`config.mk`:
```
export PLATFORM = sky130hd
export DESIGN_NAME = blowfish_feistel_flat
export DESIGN_NICKNAME = d
export VERILOG_FILES = /design/src/rtl/blowfish_feistel_if.sv /design/src/rtl/blowfish_feistel.sv /design/src/flat_wrapper.sv
export SDC_FILE = /design/constraint.sdc
export NUM_CORES = 1
export LEC_CHECK = 0
export BUFFER_PORTS_ARGS = -buffer_cell sky130_fd_sc_hd__buf_2
export CORE_UTILIZATION = 40
export DETAILED_ROUTE_END_ITERATION = 7
export GPL_TIMING_DRIVEN = 0
export PLACE_DENSITY = 0.62
export RECOVER_POWER = 50
export SLEW_MARGIN = 30
export SYNTH_ARGS = -nofsm -noshare
export SYNTH_HDL_FRONTEND = slang
export SYNTH_SLANG_ARGS = --single-unit
```
`constraint.sdc`:
```
create_clock -name clk -period 3.7 [get_ports clk]
set_input_delay 0.74 -clock clk [delete_from_list [all_inputs] [get_ports clk]]
set_output_delay 0.74 -clock clk [all_outputs]
set_load 0.005 [all_outputs]
```
`src/rtl/blowfish_feistel_if.sv`:
```
// Request and SRAM bus bundle for the Blowfish Feistel engine.
//
// Handshake: the host raises start for one cycle with datal/datar valid in
// that same cycle. The request is taken only while the engine is idle; a
// start seen while it is busy is dropped, not queued. Completion is
// signalled by a single-cycle done pulse. resultl/resultr are valid in the
// done cycle and keep their value until the next block finishes.
//
// SRAM side: two read-only ports with identical images. The engine never
// drives data_a/data_b, so they reach it as inputs from the memories.
interface blowfish_feistel_if;
    logic        start;
    logic [31:0] datal;
    logic [31:0] datar;
    logic [31:0] resultl;
    logic [31:0] resultr;
    logic        done;

    logic [11:0] addr_a;
    logic [11:0] addr_b;
    logic [31:0] data_a;
    logic [31:0] data_b;
    logic        cs_a_l;
    logic        we_a_l;
    logic        oe_a_l;
    logic        cs_b_l;
    logic        we_b_l;
    logic        oe_b_l;

    // Engine side.
    modport slave (
        input  start, datal, datar, data_a, data_b,
        output resultl, resultr, done,
        output addr_a, addr_b, cs_a_l, we_a_l, oe_a_l, cs_b_l, we_b_l, oe_b_l
    );

    // Host and memory side.
    modport master (
        output start, datal, datar, data_a, data_b,
        input  resultl, resultr, done,
        input  addr_a, addr_b, cs_a_l, we_a_l, oe_a_l, cs_b_l, we_b_l, oe_b_l
    );
endinterface

```
`src/rtl/blowfish_feistel.sv`:
```
// Blowfish encryption of one 64-bit block. P-array and S-box lookups go
// to two identical external SRAMs, so two words can be read per access.
// Each round costs six cycles: a P read, then S0/S1 and S2/S3 read pairs.
// Every read spends one cycle presenting the address (RD_*) and a second
// cycle holding it (LT_*); data is captured on the edge that ends LT_*.
module blowfish_feistel #(
    parameter int unsigned P_ARRAY_OFFSET = 4000
) (
    input  logic                     clk,
    input  logic                     reset_l,
    blowfish_feistel_if.slave        bus,
    output logic [3:0]               o_dbg_state
);

    typedef enum logic [3:0] {
        IDLE   = 4'd0,
        RD_P   = 4'd1,
        LT_P   = 4'd2,
        RD_S01 = 4'd3,
        LT_S01 = 4'd4,
        RD_S23 = 4'd5,
        LT_S23 = 4'd6,
        RD_FIN = 4'd7,
        LT_FIN = 4'd8,
        DONE   = 4'd9
    } state_t;

    localparam logic [11:0] LP_P_BASE = 12'(P_ARRAY_OFFSET);

    state_t      r_state;
    state_t      w_next;
    logic [31:0] r_l;
    logic [31:0] r_r;
    logic [31:0] r_sum;
    logic [3:0]  r_round;
    logic [31:0] r_resultl;
    logic [31:0] r_resultr;

    logic        w_a_en;
    logic        w_b_en;
    logic [11:0] w_addr_a;
    logic [11:0] w_addr_b;
    logic        w_done;
    logic [31:0] w_f;

    // Last stage of F: the S0+S1 sum was captured one access earlier.
    assign w_f = (r_sum ^ bus.data_a) + bus.data_b;

    // State register; reset aborts any block in flight.
    always_ff @(posedge clk or negedge reset_l) begin
        if (!reset_l) begin
            r_state <= IDLE;
        end else begin
            r_state <= w_next;
        end
    end

    // Next state plus SRAM address/enable decode; ports are idle by default.
    always_comb begin
        w_next   = r_state;
        w_a_en   = 1'b0;
        w_b_en   = 1'b0;
        w_addr_a = 12'd0;
        w_addr_b = 12'd0;
        w_done   = 1'b0;
        case (r_state)
            IDLE: begin
                if (bus.start) begin
                    w_next = RD_P;
                end
            end
            RD_P, LT_P: begin
                w_a_en   = 1'b1;
                w_addr_a = LP_P_BASE + {8'd0, r_round};
                w_next   = (r_state == RD_P) ? LT_P : RD_S01;
            end
            RD_S01, LT_S01: begin
                w_a_en   = 1'b1;
                w_b_en   = 1'b1;
                w_addr_a = {4'd0, r_l[31:24]};
                w_addr_b = 12'd256 + {4'd0, r_l[23:16]};
                w_next   = (r_state == RD_S01) ? LT_S01 : RD_S23;
            end
            RD_S23: begin
                w_a_en   = 1'b1;
                w_b_en   = 1'b1;
                w_addr_a = 12'd512 + {4'd0, r_l[15:8]};
                w_addr_b = 12'd768 + {4'd0, r_l[7:0]};
                w_next   = LT_S23;
            end
            LT_S23: begin
                w_a_en   = 1'b1;
                w_b_en   = 1'b1;
                w_addr_a = 12'd512 + {4'd0, r_l[15:8]};
                w_addr_b = 12'd768 + {4'd0, r_l[7:0]};
                w_next   = (r_round == 4'd15) ? RD_FIN : RD_P;
            end
            RD_FIN, LT_FIN: begin
                w_a_en   = 1'b1;
                w_b_en   = 1'b1;
                w_addr_a = LP_P_BASE + 12'd16;
                w_addr_b = LP_P_BASE + 12'd17;
                w_next   = (r_state == RD_FIN) ? LT_FIN : DONE;
            end
            DONE: begin
                w_done = 1'b1;
                w_next = IDLE;
            end
            default: begin
                w_next = IDLE;
            end
        endcase
    end

    // Block datapath: halves, partial F sum, round count and results.
    always_ff @(posedge clk or negedge reset_l) begin
        if (!reset_l) begin
            r_l       <= 32'd0;
            r_r       <= 32'd0;
            r_sum     <= 32'd0;
            r_round   <= 4'd0;
            r_resultl <= 32'd0;
            r_resultr <= 32'd0;
        end else begin
            case (r_state)
                IDLE: begin
                    if (bus.start) begin
                        r_l     <= bus.datal;
                        r_r     <= bus.datar;
                        r_round <= 4'd0;
                    end
                end
                LT_P: begin
                    r_l <= r_l ^ bus.data_a;
                end
                LT_S01: begin
                    r_sum <= bus.data_a + bus.data_b;
                end
                LT_S23: begin
                    r_l <= r_r ^ w_f;
                    r_r <= r_l;
                    // Round 15 is the last; holding it keeps the count from wrapping.
                    if (r_round != 4'd15) begin
                        r_round <= r_round + 4'd1;
                    end
                end
                LT_FIN: begin
                    // The final swap is folded into which half gets which P word.
                    r_resultr <= r_l ^ bus.data_a;
                    r_resultl <= r_r ^ bus.data_b;
                end
                default: begin
                end
            endcase
        end
    end

    assign bus.addr_a  = w_addr_a;
    assign bus.addr_b  = w_addr_b;
    assign bus.cs_a_l  = ~w_a_en;
    assign bus.oe_a_l  = ~w_a_en;
    assign bus.we_a_l  = 1'b1;
    assign bus.cs_b_l  = ~w_b_en;
    assign bus.oe_b_l  = ~w_b_en;
    assign bus.we_b_l  = 1'b1;
    assign bus.done    = w_done;
    assign bus.resultl = r_resultl;
    assign bus.resultr = r_resultr;
    assign o_dbg_state = r_state;

endmodule

```
`src/flat_wrapper.sv`:
```
// flat-port wrapper written by rule: the top's interface ports become plain ports
module blowfish_feistel_flat 
#(
    parameter int unsigned P_ARRAY_OFFSET = 4000
)
  (clk, reset_l, o_dbg_state, bus_start, bus_datal, bus_datar, bus_data_a, bus_data_b, bus_resultl, bus_resultr, bus_done, bus_addr_a, bus_addr_b, bus_cs_a_l, bus_we_a_l, bus_oe_a_l, bus_cs_b_l, bus_we_b_l, bus_oe_b_l);
  blowfish_feistel_if bus_i ();
  input  logic clk;
  input  logic reset_l;
  output logic [3:0] o_dbg_state;
  input wire logic [$bits(bus_i.start)-1:0] bus_start;
  input wire logic [$bits(bus_i.datal)-1:0] bus_datal;
  input wire logic [$bits(bus_i.datar)-1:0] bus_datar;
  input wire logic [$bits(bus_i.data_a)-1:0] bus_data_a;
  input wire logic [$bits(bus_i.data_b)-1:0] bus_data_b;
  output wire logic [$bits(bus_i.resultl)-1:0] bus_resultl;
  output wire logic [$bits(bus_i.resultr)-1:0] bus_resultr;
  output wire logic [$bits(bus_i.done)-1:0] bus_done;
  output wire logic [$bits(bus_i.addr_a)-1:0] bus_addr_a;
  output wire logic [$bits(bus_i.addr_b)-1:0] bus_addr_b;
  output wire logic [$bits(bus_i.cs_a_l)-1:0] bus_cs_a_l;
  output wire logic [$bits(bus_i.we_a_l)-1:0] bus_we_a_l;
  output wire logic [$bits(bus_i.oe_a_l)-1:0] bus_oe_a_l;
  output wire logic [$bits(bus_i.cs_b_l)-1:0] bus_cs_b_l;
  output wire logic [$bits(bus_i.we_b_l)-1:0] bus_we_b_l;
  output wire logic [$bits(bus_i.oe_b_l)-1:0] bus_oe_b_l;
  assign bus_i.start = bus_start;
  assign bus_i.datal = bus_datal;
  assign bus_i.datar = bus_datar;
  assign bus_i.data_a = bus_data_a;
  assign bus_i.data_b = bus_data_b;
  assign bus_resultl = bus_i.resultl;
  assign bus_resultr = bus_i.resultr;
  assign bus_done = bus_i.done;
  assign bus_addr_a = bus_i.addr_a;
  assign bus_addr_b = bus_i.addr_b;
  assign bus_cs_a_l = bus_i.cs_a_l;
  assign bus_we_a_l = bus_i.we_a_l;
  assign bus_oe_a_l = bus_i.oe_a_l;
  assign bus_cs_b_l = bus_i.cs_b_l;
  assign bus_we_b_l = bus_i.we_b_l;
  assign bus_oe_b_l = bus_i.oe_b_l;
  blowfish_feistel #(.P_ARRAY_OFFSET(P_ARRAY_OFFSET)) u_core (.clk(clk), .reset_l(reset_l), .bus(bus_i), .o_dbg_state(o_dbg_state));
endmodule
```
; ---- Word-level counts from Yosys, hierarchy flattened
; Cells that the tools add are included.
; Widths: inputs -> output; s select.
[totals]
inputBits = 131
wordCells = 63
reg_bits = 168
[op_classes]
eq_ne = 13
add_sub_neg = 7
reduce_logical = 12
bitwise_logic = 6
mux = 18
[op_table]
columns = op, count
row1 = $xor 32x32->32, 4
row2 = $pmux 32 s3, 1
row3 = $add 32x32->32, 2
row4 = $mux 32, 2
row5 = $pmux 32 s2, 1
row6 = $pmux 12 s4, 1
row7 = $pmux 12 s3, 1
row8 = $pmux 4 s6, 1
row9 = $add 10x8->11 const A, 2
row10 = $eq 4x3->1 const B, 4
row11 = $eq 4x4->1 const B, 3
row12 = $mux 4, 3
row13 = $add 9x8->10 const A, 1
row14 = $add 8x5->9 const A, 1
row15 = $eq 4x2->1 const B, 2
row16 = $pmux 4 s2, 1
row17 = $reduce_or 2->1, 4
row18 = $reduce_or 8->1, 1
row19 = $mux 1, 6
row20 = $reduce_or 6->1, 1
row21 = $add 4x1->4 const B, 1
row22 = $eq 4x1->1 const B, 1
row23 = $logic_not 4->1, 1
row24 = $ne 4x4->1 const B, 1
row25 = other kinds (8), 10

; ---- Logic depth before layout (Yosys ltp)
; Gate-level depths: netlist of run 1.
[depth]
ltp_word = 4
ltp_mapped = 11

; ---- Worst setup path after synthesis of run 1
; Ideal clock, no wire load.
[synth_timing]
path_kind = in2reg
startpoint = in bus_data_a[0]
endpoint = reg u_core.r_l[26]
n_path_buf = 0
t_required_ns = 3.628
cell_stages = 11
arrival_time_ns = 2.972
path_slack_ns = 0.656
path_cell_list = xor2_1 -> ha_1 -> fa_1 -> a21o_1 -> nand4_1 -> a21oi_2 -> o211ai_1 -> a31oi_2 -> a41oi_1 -> mux2_2 -> nor2_1
[synth_between]
elab_chain_len = 4
[synth_rtl]
columns = item, line
row1 = from (decl), flat_wrapper.sv:14  ; input wire logic [$bits(bus_i.data_a)-1:0] bus_data_a;
row2 = $xor 32x32->32, blowfish_feistel.sv:47  ; assign w_f = (r_sum ^ bus.data_a) + bus.data_b;
row3 = $add 32x32->32, blowfish_feistel.sv:47
row4 = $xor 32x32->32, blowfish_feistel.sv:140  ; r_l <= r_r ^ w_f;
row5 = $pmux 32 s3, blowfish_feistel.sv:125  ; case (r_state)
row6 = to (signal assigned), blowfish_feistel.sv:128  ; r_l <= bus.datal;
row7 = to (signal assigned), blowfish_feistel.sv:134  ; r_l <= r_l ^ bus.data_a;
row8 = to (signal assigned), blowfish_feistel.sv:140
row9 = to (decl), blowfish_feistel.sv:32  ; logic [31:0] r_l;
; Every way passes these cells.
; A chain may end at the register's enable or synchronous reset.

; ---- Worst setup path in the final report of run 1
[layout_timing]
startpoint = reg u_core.r_state[1], in the netlist u_core.o_dbg_state[1]
endpoint = out bus_addr_a[3]
[layout_between]
elab_chain_len = 3
word_cells_on_any_way = 13
classes_between = eq/ne: 8 / mux: 1 / reduce/logical: 4
[layout_rtl]
columns = item, line
row1 = from (decl), blowfish_feistel.sv:30  ; state_t r_state;
row2 = from (signal assigned), blowfish_feistel.sv:54  ; r_state <= w_next;
row3 = "$eq 4x4->1, or another cell as far along", blowfish_feistel.sv:66  ; case (r_state)
row4 = "$reduce_or 2->1, on equally long branches", n/a
row5 = $pmux 12 s4 *, blowfish_feistel.sv:66
row6 = to (decl), flat_wrapper.sv:19  ; output wire logic [$bits(bus_i.addr_a)-1:0] bus_addr_a;
; Mark *: on every way between the ends. The rest lies on a longest branch, timed or not.

==> results of run 1 <==
==> Yosys cell counts, drive strengths merged, types with 4 or more instances <==
cell     count
nand2      174
dfrtp      168
o21ai      161
nor2       130
xnor2      117
a21oi       76
ha          70
xor2        58
clkbuf      54
o22ai       35
a21o        27
o21a        23
inv         21
nand3       20
nor3        19
buf         15
a31oi       12
nand4       12
o221ai      10
nor3b        9
a211oi       8
a221o        8
and3         8
o211ai       8
or3          8
mux2i        7
nand2b       7
a22o         6
nor2b        6
o21bai       6
o22a         6
a221oi       5
and2         5
a21boi       4
a222oi       4
o2111ai      4
o31ai        4
==> flip-flops by register name, summed over array words and instances, names as in the netlist <==
register            flops
u_core.bus.resultr     32
u_core.o_dbg_state      4
u_core.bus.resultl     32
u_core.r_l             32
u_core.r_sum           32
u_core.r_round          4
u_core.r_r             32
==> layout by cell type (no fill, tap or decap), drive strengths merged, types with 7 or more instances in the layout <==
cell type / count
inv: 27
or3: 8
xor2: 58
dfrtp: 168
nand4: 12
o22ai: 35
clkbuf: 81
nor2: 130
o211ai: 8
a21o: 27
a31oi: 12
o21a: 23
nor3b: 9
a21oi: 76
a211oi: 8
a221o: 8
ha: 70
nand2: 174
buf: 234
xnor2: 117
nand3: 20
and3: 8
mux2i: 7
nand2b: 7
o221ai: 10
o21ai: 161
nor3: 19
==> power groups by stage <==
stage | clock (W) | sequential (W) | combinational, W
CTS | 0.00189 | 0.00373 | 0.00689
global route | 0.00196 | 0.00385 | 0.00766
floorplan | 0 | 0.00344 | 0.00461
global placement | 0 | 0.00374 | 0.00673
finish | 0.00189 | 0.00377 | 0.00700
detailed placement | 0 | 0.00377 | 0.00685
==> routing by layer <==
layer | part of all wire, % | global-route usage, % | up-vias
met5 | 0 | 0 | -
met4 | 3.9 | 13.9 | 0
met3 | 8.8 | 4.86 | 94
met2 | 45 | 47.5 | 646
met1 | 43 | 40.7 | 5664
li1 | - | - | 5379
==> cells by family (layout without fill, tap and decap cells) <==
kind of cell / after synthesis / after routing / share of synthesized area, %
AOI/OAI and AO/OA: 436 / 436 / 23.8
xor gates and xnor gates: 175 / 175 / 13.1
adders and majority gates: 72 / 72 / 7.84
buffers and inverters: 90 / 351 / 3.17
DFF: 168 / 168 / 36.0
muxes: 9 / 9 / 0.793
other: 1 / 2 / 0.0321
and+or+nand+nor: 410 / 410 / 15.2
==> per-stage QoR <==
stage / worst slack (ns) / utilization (%) / instance area [sq um] / setup TNS (ns) / instances
after floorplan: 0.656 / - / 11700 / 0 / 1362
after global placement: -1.01 / 46.3 / 13300 / -165.83 / 1973
after detailed placement: -0.00613 / 46.6 / 13400 / -0.00613 / 1975
after CTS: 0.0511 / 48.7 / 14000 / 0 / 2007
after global routing: 0.0126 / 48.5 / 13900 / 0 / 2007
final: 0.124 / 48.5 / 13900 / 0 / 2007
==> area by class of cell <==
type                    instances  area [sq um]  area share, %
plain buffers                  69           299           2.15
well taps                     384           480           3.45
multi-input cells            1104          7120           51.1
clock buffers                  17           425           3.05
repair buffers                229          1160           8.31
clock inverters                15           166           1.19
flip-flops and latches        168          4200           30.2
inverters                      21          78.8          0.566
==> worst min-delay path by stage <==
stage,endpoint,cells after the start,slack [ns]
CTS,u_core.bus.resultl[21],1,0.11
global route,u_core.bus.resultl[17],1,0.50
detailed placement,u_core.bus.resultl[7],2,0.47
floorplan,u_core.bus.resultl[0],0,0.44
finish,u_core.bus.resultl[13],1,0.43
global placement,u_core.bus.resultl[2],2,0.46
==> key figures, run 1 <==
Critical path
  – R2R Setup Slk: 0.46 ns
  – Most used cell, CP: clkbuf_2
  – Worst path slowest cell: a222oi_1
  – Crit path buf inv count: 4
  – Timing endpoint of the critical path: bus_addr_a[3]
  – Largest stage delay, worst path: 0.66 ns
  – CP required: 2.96 ns
  – Critical R2R Launch: u_core.r_sum[0]
  – FF-to-FF path depth: 11
  – Worst path cell trace: clkbuf_2, nand2_1, nor2_1, a21oi_1, nor2_2, clkbuf_2, a222oi_1, inv_1, buf_2
  – Largest delay share family, worst path: compound AO/OA/AOI/OAI gates
  – Worst Path Class, Setup: reg2out
  – CP Depth: 9
  – Worst EP arrival: 2.84 ns
  – Critical-path maximum fanout: 10
  – Startpoint Class: register
  – Crit. End Element: primary output
  – Beginning of the critical path: u_core.o_dbg_state[1]
  – RR Endpoint: u_core.r_l[30]

Hold path
  – Worst Hold Class: in2async

Drt
  – Via density per instance: 5.87
  – WL per Instance: 22.4 microns
  – Detailed-route wire length: 45000 microns
  – DR iter-0 viols: 1186
  – Remaining antenna violation count after routing: 0
  – DR pass1 iterations: 6
  – DR vias: 11783
  – Drt drc: 0

Power and ir drop
  – Clock power share: 14.9%
  – P_int: 0.00673 W
  – Maximum vdd ir drop: 0.352 mV
  – Sw power: 0.00593 W
  – Comb pwr share: 55.3%
  – Sw Share: 46.9%
  – Reg power frac: 29.8%
  – Total Power: 0.0127 W
  – Power per cell area: 908 mW/mm^2
  – Leak: 6.35 nW

Die
  – Core Area: 0.0287 sq mm
  – Die height: 173 microns
  – Chip width: 173 microns
  – Initial Utilization: 40.7%
  – I/O pin count: 230
  – Die ar.: 0.0299 sq mm
  – Row count: 62

CTS
  – Root Buffer: clkbuf_16
  – Hold_buf cts: 0
  – Setup Buffers After CTS: 0
  – CTS Sinks: 168
  – PostCTS Resize Cnt: 4
  – Max Root-Sink Buffers: 2
  – Worst-path clk slew: 0.07 ns
  – Skew-Pair Late Insertion Delay: 0.45 ns
  – Htree depth: 4
  – CTS buffer count: 17
  – CTS tree: yes

Timing
  – Worst-Margin Slew: 1.95 ns
  – Post-layout min period: 3.58 ns
  – Unrepaired setup endpoints after global routing: no
  – Final hold slack: 0.432 ns
  – Max-slew headroom: -30.0%
  – Final setup vio count: 0
  – Clk_skew: 0.0101 ns
  – Final Cycle Share: 96.6%
  – Pins Over Slew Limit: 72
  – Final Hold Vio Count: 0
  – Peak Freq: 0.280 GHz

Global routing
  – Initial antenna violation count: 1
  – Largest net degree at the start of global routing: 82
  – Number of global-route vias before repair: 11456
  – GRT Resource Usage Total: 30.2%
  – Global-route wire length before repair: 68200 microns
  – Overflow after GRT: 0

Synthesis
  – Synth area leaders: dfrtp_1, xnor2_1, ha_1
  – Synth top area share: 36.0%
  – Seq cells post-synth: 168
  – Cell taking the most area after synthesis: dfrtp_1
  – Mapped Area: 0.0117 sq mm
  – Synth Warn #: 0
  – Cells after synthesis: 1361
  – Post-synth EDFFs: 0
  – Sequential element share of the synthesized area: 36.0%
  – Post-synth cell types: 72
  – Prevailing post-synth register cell: dfrtp_1
  – Mapped Avg Cell Area: 8.58 sq um
  – Synth async-reset ratio: 100%

Final layout
  – Fraction of layout instances using a drive strength above 1: 17.8%
  – Area Growth Syn to Fin: 19.3%
  – Nets: 1813
  – Diodes inserted: 0
  – Fillers: 2870

Placed design
  – Detailed Place HPWL: 34800 microns
  – Routability Congestion: 0.988
  – Port-buffer cells: 227

Run
  – Maximum Capacitance Violations: 1

Run status
  – Status: finished, violations left
  – Failing checks: capacitance limit, slew limit
(Power assumes the default switching activity.)
==> run 2, diff against run 1 <==
--- a/config.mk
+++ b/config.mk
@@ -6,6 +6,7 @@
 export NUM_CORES = 1
 export LEC_CHECK = 0
 export BUFFER_PORTS_ARGS = -buffer_cell sky130_fd_sc_hd__buf_2
+export CORE_ASPECT_RATIO = 1.75
 export CORE_UTILIZATION = 40
 export DETAILED_ROUTE_END_ITERATION = 7
 export GPL_TIMING_DRIVEN = 0
==> run 2 against run 1 <==
Effect of this change: the flow still finishes with violations (capacitance limit, slew limit); maximum frequency down 2.7%; cell count shrank 0.35%; sequential cell count stayed put; clock-buffer cell count increased by 5; global-route usage grew 0.73 points; critical path depth unchanged; sequential share of layout area is essentially flat; die area barely moved; largest power group unchanged; highest routed layer unchanged.
==> key figures, run 2 (same netlist as run 1, synthesis figures left out) <==
Timing
  – Peak Freq: 0.272 GHz (-2.7%)
  – Final Cycle Share: 99.3% (+2.7 points)
  – Max-slew headroom: -7.07% (+23 points)
  – Setup total negative slack: 0 ns (unchanged)
  – Post-layout min period: 3.67 ns (+0.0993 ns)
  – Worst-Margin Slew: 1.61 ns (-0.345 ns)
  – Final setup vio count: 0 (unchanged)
  – Unrepaired setup endpoints after global routing: yes
  – Clk_skew: 0.0133 ns (+0.00322 ns)
  – Final Hold Vio Count: 0 (unchanged)
  – Pins Over Slew Limit: 63 (-13%)

Final layout
  – Diodes inserted: 0 (unchanged)
  – Most frequent cells in the layout: buf_2, nand2_1, dfrtp_1, o21ai_0, nor2_1
  – Nets: 1813 (unchanged)
  – Fraction of layout instances using a drive strength above 1: 18.1% (+0.26 points)
  – Most common cell after layout, fill and taps aside: buf_2
  – Area Growth Syn to Fin: 19.2%
  – Cell area after layout: 0.0139 sq mm (-0.11%)
  – Fillers: 2818 (-1.8%)

Power and ir drop
  – Maximum vdd ir drop: 0.538 mV (+53%)
  – Total Power: 0.0127 W (about the same)
  – Clock power share: 14.4% (-0.5 points)
  – Sw power: 0.00591 W (-0.28%)
  – P_int: 0.00674 W (+0.21%)
  – Comb pwr share: 55.8% (+0.5 points)
  – Power per cell area: 909 mW/mm^2 (about the same)
  – Sw Share: 46.7% (-0.12 points)
  – Leak: 6.35 nW (about the same)
  – Reg power frac: 29.8% (about the same)

Critical path
  – Crit. End Element: register
  – Startpoint Class: register
  – Worst EP arrival: 4.06 ns (+1.22 ns)
  – Worst Path Class, Setup: reg2reg
  – CP required: 4.09 ns (+1.13 ns)
  – Critical-path maximum fanout: 10 (unchanged)

CTS
  – Root Buffer: clkbuf_16
  – Htree depth: 4 (unchanged)
  – Hold_buf cts: 0 (unchanged)
  – CTS tree: yes
  – CTS Sinks: 168 (unchanged)
  – Setup Buffers After CTS: 0 (unchanged)
  – Skew-Pair Late Insertion Delay: 0.47 ns (+0.02 ns)
  – CTS buffer count: 17 (unchanged)
  – Max Root-Sink Buffers: 2 (unchanged)
  – Worst-path clk slew: 0.07 ns (about the same)

Placed design
  – Routability Congestion: 1.01 (+2.6%)
  – Port-buffer cells: 227 (unchanged)
  – Detailed Place HPWL: 35900 microns (+3.2%)
  – Placed standard-cell area: 0.0134 sq mm (about the same)

Drt
  – DR iter-0 viols: 889 (-25%)
  – Via density per instance: 5.81 (-0.96%)
  – DR vias: 11629 (-1.3%)
  – DR pass1 iterations: 6 (unchanged)
  – WL per Instance: 22.9 microns (+2.3%)
  – Detailed-route wire length: 45800 microns (+1.9%)
  – Drt drc: 0 (unchanged)
  – Remaining antenna violation count after routing: 0 (unchanged)

Die
  – Initial Utilization: 40.8% (+0.11 points)
  – I/O pin count: 230 (unchanged)
  – Core Area: 0.0286 sq mm (-0.27%)
  – Die ar.: 0.0299 sq mm (about the same)
  – Die height: 228 microns (+32%)
  – Chip width: 131 microns (-24%)
  – Row count: 82 (+32%)

Run status
  – Failing checks: capacitance limit, slew limit
  – Status: finished, violations left

Global routing
  – Number of global-route vias before repair: 11514 (+0.51%)
  – Initial antenna violation count: 0 (-1)
  – Global-route wire length before repair: 68200 microns (about the same)
  – Largest net degree at the start of global routing: 63 (-23%)
  – Overflow after GRT: 0 (unchanged)
  – GRT Resource Usage Total: 30.9% (+0.73 points)

Run
  – Maximum Capacitance Violations: 1 (unchanged)

Hold path
  – Worst Hold Class: reg2reg
run 2: power groups by stage:
stage               clock network [W]  logic [W]  registers [W]
floorplan                           0    0.00461        0.00344
global placement                    0    0.00678        0.00374
detailed placement                  0    0.00693        0.00376
CTS                           0.00184    0.00698        0.00373
global route                  0.00190    0.00772        0.00384
finish                        0.00182    0.00706        0.00377
run 2: final timing paths:
kind                                   startpoint  slack (ns)  cells past startpoint                      to
max in group asynchronous                 reset_l        0.75                      3   u_core.bus.resultr[0]
min reg2reg                u_core.bus.resultr[10]        0.47                      2  u_core.bus.resultr[10]
min in group asynchronous                 reset_l        0.67                      1  u_core.bus.resultr[17]
max reg2reg                 u_core.o_dbg_state[2]        0.03                      9          u_core.r_r[26]
max                         u_core.o_dbg_state[2]        0.03                      9          u_core.r_r[26]
min                        u_core.bus.resultr[10]        0.47                      2  u_core.bus.resultr[10]
run 2: cell type report:
| type | instances | area, sq um | area share, % |
|---|---|---|---|
| timing repair buffer | 229 | 1170 | 8.40 |
| multi-input combinational | 1104 | 7120 | 51.2 |
| sequential | 168 | 4200 | 30.2 |
| tap | 378 | 473 | 3.40 |
| clock inverter | 9 | 119 | 0.854 |
| buffer | 69 | 299 | 2.15 |
| clock buffer | 22 | 454 | 3.26 |
| inverter | 21 | 78.8 | 0.566 |
run 2: worst max-delay path, cell delays in order, from the launching register on:
cell      delay (ns)
dfrtp_1         0.41
buf_2           0.21
inv_1           0.31
nor2_1          0.19
nand2_1         0.24
clkbuf_1        0.56
buf_1           0.79
clkbuf_1        0.54
o22ai_1         0.18
nor2_1          0.14
run 2: metrics by stage:
stage	utilization, %	hold slack (ns)	instances	setup slack, ns
4_1_cts	48.7	0.221	2000	0.0253
3_5_place_dp	46.7	0.465	1969	-0.0648
5_1_grt	48.6	0.501	2000	-0.0157
2_1_floorplan	-	0.444	1362	0.656
3_3_place_gp	46.4	0.458	1967	-0.986
6_report	48.6	0.472	2000	0.0250
run 2: repair_timing:
item	in CTS	in global routing
endpoints found under the setup margin	26	13
gates cloned	0	0
resized for setup	5	5
run 2: layer usage:
layer	GRT usage [%]	vias to the layer above	wire length, microns
met4	25.4	0	4010
met3	5.38	164	2590
met2	52.8	525	22400
met1	33.4	5586	16900
li1	-	5354	-
met5	0	-	0
==> run 3, diff against run 2 <==
--- a/config.mk
+++ b/config.mk
@@ -10,7 +10,7 @@
 export CORE_UTILIZATION = 40
 export DETAILED_ROUTE_END_ITERATION = 7
 export GPL_TIMING_DRIVEN = 0
-export PLACE_DENSITY = 0.62
+export PLACE_DENSITY = 0.63
 export RECOVER_POWER = 50
 export SLEW_MARGIN = 30
 export SYNTH_ARGS = -nofsm -noshare
==> run 3 against run 2 <==
Effect of this change: routed wire length rose by 3.4%; global-route usage rose by 1.2 points; critical path depth unchanged; the flow still finishes with violations (capacitance limit, slew limit); critical endpoint is now u_core.r_r[17].
==> key figures, run 3 (same netlist as run 1, synthesis figures left out) <==
Critical path
  – Worst Path Class, Setup: reg2reg
  – Critical-path maximum fanout: 10 (unchanged)
  – FF-to-FF path depth: 9 (unchanged)
  – Worst path cell trace: buf_2, inv_1, nor2_1, nand2_1, clkbuf_1, clkbuf_1, clkbuf_1, o22ai_1, nor2_1
  – CP required: 4.10 ns (about the same)
  – Worst path slowest cell: clkbuf_1
  – Worst EP arrival: 3.99 ns (-0.07 ns)
  – Startpoint Class: register
  – Largest stage delay, worst path: 0.86 ns (+0.07 ns)
  – Beginning of the critical path: u_core.o_dbg_state[2]
  – Critical R2R Launch: u_core.o_dbg_state[2]
  – Most used cell, CP: clkbuf_1
  – Crit. End Element: register

CTS
  – Max Root-Sink Buffers: 2 (unchanged)
  – Htree depth: 4 (unchanged)
  – Setup Buffers After CTS: 0 (unchanged)
  – CTS tree: yes
  – Worst-path clk slew: 0.07 ns (about the same)
  – Hold_buf cts: 0 (unchanged)
  – CTS Sinks: 168 (unchanged)
  – Skew-Pair Late Insertion Delay: 0.47 ns (about the same)
  – Root Buffer: clkbuf_16
  – CTS buffer count: 17 (unchanged)

Final layout
  – Nets: 1812 (-0.055%)
  – Most frequent cells in the layout: buf_2, nand2_1, dfrtp_1, o21ai_0, nor2_1
  – Fraction of layout instances using a drive strength above 1: 17.6% (-0.43 points)
  – Cell area after layout: 0.0139 sq mm (-0.23%)
  – Area Growth Syn to Fin: 18.9%
  – Most common cell after layout, fill and taps aside: buf_2
  – Post-route insts no fill: 2001 (+0.050%)
  – Final Core Density: 48.5% (-0.11 points)

Power and ir drop
  – Leak: 6.30 nW (-0.70%)
  – Maximum vdd ir drop: 0.483 mV (-10%)
  – Power per cell area: 907 mW/mm^2 (-0.22%)

Global routing
  – Overflow after GRT: 0 (unchanged)
  – GRT Resource Usage Total: 32.2% (+1.2 points)
  – Number of global-route vias before repair: 11669 (+1.3%)
  – Global-route wire length before repair: 70900 microns (+3.9%)
  – Initial antenna violation count: 1 (+1)
  – Largest net degree at the start of global routing: 82 (+30%)

Die
  – Initial Utilization: 40.8% (unchanged)
  – Die height: 228 microns (unchanged)
  – Chip width: 131 microns (unchanged)
  – Die ar.: 0.0299 sq mm (unchanged)
  – Row count: 82 (unchanged)
  – Core Area: 0.0286 sq mm (unchanged)
  – I/O pin count: 230 (unchanged)

Drt
  – Detailed-route wire length: 47400 microns (+3.4%)
  – DR iter-0 viols: 825 (-7.2%)
  – DR pass1 iterations: 7 (+1)
  – WL per Instance: 23.7 microns (+3.4%)
  – Drt drc: 0 (unchanged)
  – DR vias: 11661 (+0.28%)
  – Via density per instance: 5.83 (+0.23%)
  – Remaining antenna violation count after routing: 0 (unchanged)

Timing
  – Max-slew headroom: -38.0% (-31 points)
  – Unrepaired setup endpoints after global routing: no
  – Final Hold Vio Count: 0 (unchanged)
  – Pins Over Slew Limit: 77 (+22%)
  – Clk_skew: 0.0127 ns (-0.000666 ns)
  – Final Cycle Share: 97.2% (-2.1 points)
  – Peak Freq: 0.278 GHz (+2.2%)
  – Worst-Margin Slew: 2.07 ns (+0.464 ns)
  – Setup total negative slack: 0 ns (unchanged)
  – Final hold slack: 0.293 ns (-0.180 ns)
  – Final setup vio count: 0 (unchanged)
  – Post-layout min period: 3.60 ns (-0.0783 ns)

Run status
  – Status: finished, violations left
  – Failing checks: capacitance limit, slew limit

Run
  – Maximum Capacitance Violations: 1 (unchanged)

Placed design
  – Placed standard-cell area: 0.0134 sq mm (unchanged)
  – Routability Congestion: 0.958 (-5.5%)
  – Detailed Place HPWL: 37000 microns (+3.1%)
  – Inst Count DP: 1969 (unchanged)
  – Port-buffer cells: 227 (unchanged)

Hold path
  – Worst Hold Class: in2async
[run 3: cell count changes in the layout (fill, tap and decap cells not counted), sizes merged, moves of 2 or more]
cell and change:
buf -13, clkbuf +10, clkinvlp +4, inv +3, bufinv -2, clkinv -2
[run 3: path summary, 6_finish.rpt]
path	to	slack, ns
setup reg to reg	u_core.r_r[17]	0.10
hold reg to reg	u_core.bus.resultr[8]	0.47
setup / recovery	u_core.r_r[17]	0.10
min in group clk	u_core.bus.resultr[8]	0.47
hold / removal	u_core.bus.resultr[12]	0.29
max in group asynchronous	u_core.bus.resultl[3]	0.89
[run 3: area by class of cell]
class	count	area, sq um
repair buffers	229	1150
multi-input cells	1104	7130
fillers	2894	14700
clock buffers	20	457
diodes	1	2.50
inverters	21	78.8
flip-flops and latches	168	4200
clock inverters	12	93.8
plain buffers	68	293
well taps	378	473
[run 3: power breakdown]
part	switching, W	total [W]	leakage [nW]	internal [W]
clock	0.000864	0.00177	0.252	0.000901
sequential	0.00106	0.00380	1.92	0.00274
combinational	0.00405	0.00703	4.14	0.00298
[run 3: metrics by stage]
| stage | setup WS [ns] | total power [W] |
|---|---|---|
| detailed placement | -0.0440 | 0.0107 |
| global route | 0.0263 | 0.0134 |
| finish | 0.103 | 0.0126 |
| global placement | -1.02 | 0.0106 |
| CTS | 0.0751 | 0.0125 |
| floorplan | 0.656 | 0.00805 |
[run 3: what timing repair did]
item	in CTS	in global routing
pin swaps	0	1
setup endpoints to repair	14	6
gates resized for setup	4	8
[run 3: worst max-delay path: cells and delay by family, from the launching register on]
kind                   cells  cell delay, ns
flip-flops                 1            0.40
AND/OR/NAND/NOR            3            0.48
buffers and inverters      5            2.48
AO/OA/AOI/OAI              1            0.16
[run 3: metal layers]
metal / vias to the layer above / global-route usage [%] / share of wire, %
li1: 5348 / - / -
met1: 5639 / 34.5 / 36
met2: 525 / 57.6 / 51
met3: 149 / 4.80 / 5.7
met4: 0 / 22.2 / 7.0
met5: - / 0 / 0
